[src/rtl/uart_pkg.sv]
// Shared types and defaults for the serial line receiver.
`timescale 1ns / 1ps
package uart_pkg;

    // Default frame width; also the width of the parallel output word.
    localparam int unsigned DataBitsDefault = 8;

    typedef enum logic [0:0] {
        IDLE,
        DATA
    } state_e;

endpackage

[src/rtl/uart_transmitter.sv]
// Serial-to-parallel line deserializer: one rx sample per clock, no oversampling.
// A low sample while idle is the start bit; the next DATA_BITS samples are shifted in
// MSB-first. rdy rises on the edge that shifts the last bit and holds until the next
// start bit. There is no stop-bit phase, so frames may run back to back.
`timescale 1ns / 1ps
module uart_transmitter
    import uart_pkg::*;
#(
    parameter int unsigned DATA_BITS = DataBitsDefault
) (
    input  logic                 clk,
    input  logic                 rst_n,
    input  logic                 rx,
    output logic                 rdy,
    output logic [DATA_BITS-1:0] data
);

    localparam int unsigned    CntW    = $clog2(DATA_BITS + 1);
    localparam logic [CntW-1:0] LastCnt = CntW'(DATA_BITS - 1);

    state_e                state_q, state_d;
    logic [CntW-1:0]       cnt_q, cnt_d;
    logic [DATA_BITS-1:0]  data_q, data_d;
    logic                  rdy_q, rdy_d;

    // Next-state: hunt for a start bit while idle, shift one bit per edge while in a frame.
    always_comb begin
        state_d = state_q;
        cnt_d   = cnt_q;
        data_d  = data_q;
        rdy_d   = rdy_q;
        case (state_q)
            IDLE: begin
                // data is deliberately kept; only rdy drops when a new frame begins
                if (!rx) begin
                    state_d = DATA;
                    cnt_d   = '0;
                    rdy_d   = 1'b0;
                end
            end
            DATA: begin
                data_d = {data_q[DATA_BITS-2:0], rx};
                cnt_d  = cnt_q + 1'b1;
                // Word is complete on this same edge: no extra latency to rdy
                if (cnt_q == LastCnt) begin
                    state_d = IDLE;
                    rdy_d   = 1'b1;
                end
            end
            default: state_d = IDLE;
        endcase
    end

    // State register with asynchronous active-low reset; a reset mid-frame aborts it.
    always_ff @(posedge clk or negedge rst_n) begin
        if (!rst_n) begin
            state_q <= IDLE;
            cnt_q   <= '0;
            data_q  <= '0;
            rdy_q   <= 1'b0;
        end else begin
            state_q <= state_d;
            cnt_q   <= cnt_d;
            data_q  <= data_d;
            rdy_q   <= rdy_d;
        end
    end

    assign rdy  = rdy_q;
    assign data = data_q;

endmodule

[config.mk]
export PLATFORM = sky130hd
export DESIGN_NAME = uart_transmitter
export DESIGN_NICKNAME = d
export VERILOG_FILES = /design/src/rtl/uart_pkg.sv /design/src/rtl/uart_transmitter.sv
export SDC_FILE = /design/constraint.sdc
export NUM_CORES = 1
export LEC_CHECK = 0
export ABC_AREA = 1
export ABC_CLOCK_PERIOD_IN_PS = 2400
export CORE_AREA = 2 2 39 41
export DETAILED_ROUTE_END_ITERATION = 12
export DIE_AREA = 0 0 41 43
export PLACE_DENSITY_LB_ADDON = 0.25
export SYNTH_ARGS = -nofsm -noshare
export SYNTH_HDL_FRONTEND = slang
export SYNTH_SLANG_ARGS = --single-unit
[constraint.sdc]
create_clock -name clk -period 2.4 [get_ports clk]
set_input_delay 0.24 -clock clk [delete_from_list [all_inputs] [get_ports clk]]
set_output_delay 0.24 -clock clk [all_outputs]
set_load 0.05 [all_outputs]
* Yosys cells after proc, flatten, opt, wreduce, memory -nomap -nowiden *
Index checks and enable logic that the tools add are counted.

storage, ports and cells
  register bits after elaboration = 14
  output and inout bits = 9

cells by class
  $add $sub $neg = 1
  equality and inequality tests = 3
  multiplexer cells = 8
  bitwise gates (word level) = 1
  reductions and logical operators = 1

operators with widths
  operator                                                         count
  4-bit case mux with 2 select lines                               1
  4-bit by 1-bit adder with 4-bit output, second input constant    1
  4-bit by 3-bit == test with 1-bit output, second input constant  1
  1-bit 2-to-1 mux                                                 4
  4-bit 2-to-1 mux                                                 1
  1-bit case mux with 2 select lines                               2
  2-bit by 1-bit != test with 1-bit output, second input constant  1
  2-bit != test, second input constant                             1
  2-bit AND reduction                                              1
  1-bit NOT                                                        1

* Depth between registers and ports, before layout *
  depth after elaboration = 3
  mapped depth = 5

* Worst setup path before layout *
Ideal clock, no wire load.

  path kind = reg-to-reg
  from = register data[1] (netlist name)
  to = register data_q[1] (netlist: data[1])
  arrival time = 824 ps
  slack = 1494 ps
  stages on the path, launching flop included = 3
  path buffers = 0
  path through = dfrtp_1 > inv_1 > o21ai_0

RTL lines
  what                    RTL line                RTL
  end signal: assignment  uart_transmitter.sv:64  data_q <= data_d;
  end: declaration        uart_transmitter.sv:23  logic [DATA_BITS-1:0] data_q, data_d;

* Worst setup path after layout *
  from = register data_q[0] (netlist: data[0])
  to = output port data[0]

RTL lines
  what              RTL line                RTL
  end: declaration  uart_transmitter.sv:15  output logic [DATA_BITS-1:0] data

No word-level cell between the ends.

==> results.py <==
metrics = {
    "sta": {
        "drv_slew": 0,
        "timing.fmax_mhz": 588,
        "setup_viol": 0,
        "slew_headroom_pct": 58.2,
        "fin_skew_ps": 2.81,
        "rsz0062_at_grt": "false",
        "finalWorstSetupSlack_ps": 698,
        "hold_viol": 0,
        "worst_pin_slew_ps": 625,
        "period_share_pct": 70.9,
        "fin_setup_tns_ps": 0,
        "post-route-min-period_ps": 1700,
    },
    "cts": {
        "numCtsBuffers": 3,
        "numClockSinks": 14,
        "ctsResizeCount": 0,
        "cts_tree": "done",
        "clkLatencyLatePin_ps": 280,
        "cts_root_buf": "clkbuf_4",
        "cts-htree-levels": 1,
        "cts_setup_buffers": 0,
        "cts_buffer_depth": 2,
        "clk_pin_slew_worst_paths_ps": 80,
        "ctsHoldBuffers": 0,
    },
    "yosys": {
        "yosysUniqueCellTypes": 10,
        "syn_nets": 71,
        "netlist_instances": 67,
        "syn_area_per_cell_um2": 8.61,
        "netlist_area_um2": 577,
        "synth-seq-area-share_pct": 60.7,
        "synth-warning-count": 0,
        "synth_seq_cells": 14,
    },
    "setup_path": {
        "cp_slowest_cell": "clkdlybuf4s50_1",
        "startpoint": "data[0]",
        "critPathKind": "reg -> out",
        "max_stage_delay_ps": 810,
        "r2r-end": "cnt_q[3]",
        "critPathMaxFanout": 3,
        "cp.arrival_ps": 1460,
        "endpoint_kind": "output pin",
        "critPathLaunchType": "flip-flop",
        "rr_worst_depth": 5,
        "cp_cell_sequence": "clkdlybuf4s50_1",
        "path_buf_inv": 1,
        "crit_cells": 1,
        "reg2reg_from": "state_q",
        "cp-endpoint": "data[0]",
        "required_ps": 2160,
        "rrSetupSlack_ps": 1300,
        "cp_top_family": "buffers and inverters",
    },
    "detailed_routing": {
        "wirelength_mm": 1.00,
        "drtPass1Iterations": 4,
        "drt_iter0_markers": 14,
        "via_count": 442,
        "drtAntennaViolNets": 0,
        "vias_per_cell": 4.60,
        "drt-wirelength-per-cell_um": 10.4,
        "drc": 0,
    },
    "placed_design": {
        "placed_cell_area_um2": 699,
        "dp_slack_ps": 995,
        "placement.io_buffers": 11,
        "gp_congestion": 0.756,
        "place_hpwl_um": 700,
    },
    "floorplanning": {
        "die_y_um": 43,
        "rows": 14,
        "die-area_um2": 1760,
        "num_io_pins": 12,
        "floorplan.initialDensity_pct": 41.7,
        "dieWidth_um": 41,
        "core_um2": 1380,
    },
    "global_route": {
        "grt_pass1_vias": 418,
        "antenna_found_initial": 0,
        "grt_pass1_wl_mm": 1.75,
        "grt_overflow_total": 0,
        "grt_use_total_pct": 15.8,
        "grt_max_degree": 15,
    },
    "worst_hold_path": {
        "worstHoldPathType": "in -> async",
    },
    "cells_and_area": {
        "final_cell_mix": "nand2_1 (24), dfrtp_1 (14), clkdlybuf4s50_1 (11)",
        "fin_util_pct": 52.2,
        "final_area_um2": 722,
        "drive_gt1_share_pct": 5.00,
        "diodes": 0,
        "final_common_cell": "nand2_1",
        "area_growth_pct": 25.2,
        "final_nets": 86,
    },
    "status": {
        "status": "finished, final reports clean",
    },
    "run": {
        "cap_violations": 0,
    },
}
-- logic make-up after synthesis --
| logic type | after synthesis | share of synthesized area (%) |
|---|---|---|
| flip-flops | 14 | 60.7 |
| AO/OA/AOI/OAI | 10 | 8.68 |
| adder cells (fa/ha/maj) | 1 | 2.17 |
| AND/OR/NAND/NOR | 31 | 20.6 |
| buffers and inverters | 11 | 7.81 |
-- layout make-up --
type                    count  area (µm²)
clock buffers               3        22.5
repair buffers             11         110
fillers                   132         662
well taps                  16        20.0
multi-input cells          42         181
flip-flops and latches     14         350
inverters                  10        37.5
-- cells in the mapped netlist --
master    n  area, µm²
inv_2     1       3.75
dfrtp_1  14        350
o21ai_1   1       5.00
nor2_1    5       18.8
inv_1     9       33.8
nand3_1   2       10.0
buf_4     1       7.51
nand2_1  24       90.1
ha_1      1       12.5
o21ai_0   9       45.0
-- flip-flops by register name, indices dropped and copies added (netlist names) --
name / count
cnt_q: 4
rdy: 1
data: 8
state_q: 1
-- layer usage --
metal	share of wire (%)	routed length, µm	up-vias	GRT usage [%]
li1	-	-	230	-
met1	47	468	200	18.5
met2	45	454	8	22.8
met3	3.5	35	4	3.14
met5	0	0	-	0
met4	4.1	41	0	14.0
-- through the flow --
| stage | cells | hold WS [ps] |
|---|---|---|
| after floorplan | 67 | -55.6 |
| after global routing | 96 | 402 |
| after detailed placement | 93 | 457 |
| after global placement | 93 | 457 |
| final | 96 | 345 |
| after CTS | 96 | 365 |
-- worst min-delay path by stage --
| stage | depth (start not counted) | slack [ps] | from | endpoint |
|---|---|---|---|---|
| floorplan | 0 | -60 | rst_n | cnt_q[0] |
| global placement | 2 | 460 | data[7] | data[7] |
| detailed placement | 2 | 460 | data[7] | data[7] |
| CTS | 1 | 360 | rst_n | cnt_q[3] |
| global route | 1 | 400 | rst_n | data[5] |
| finish | 1 | 340 | rst_n | data[7] |
Power is not shown: default switching activity piles up to over one toggle a cycle in this logic, so the estimate is an artifact.
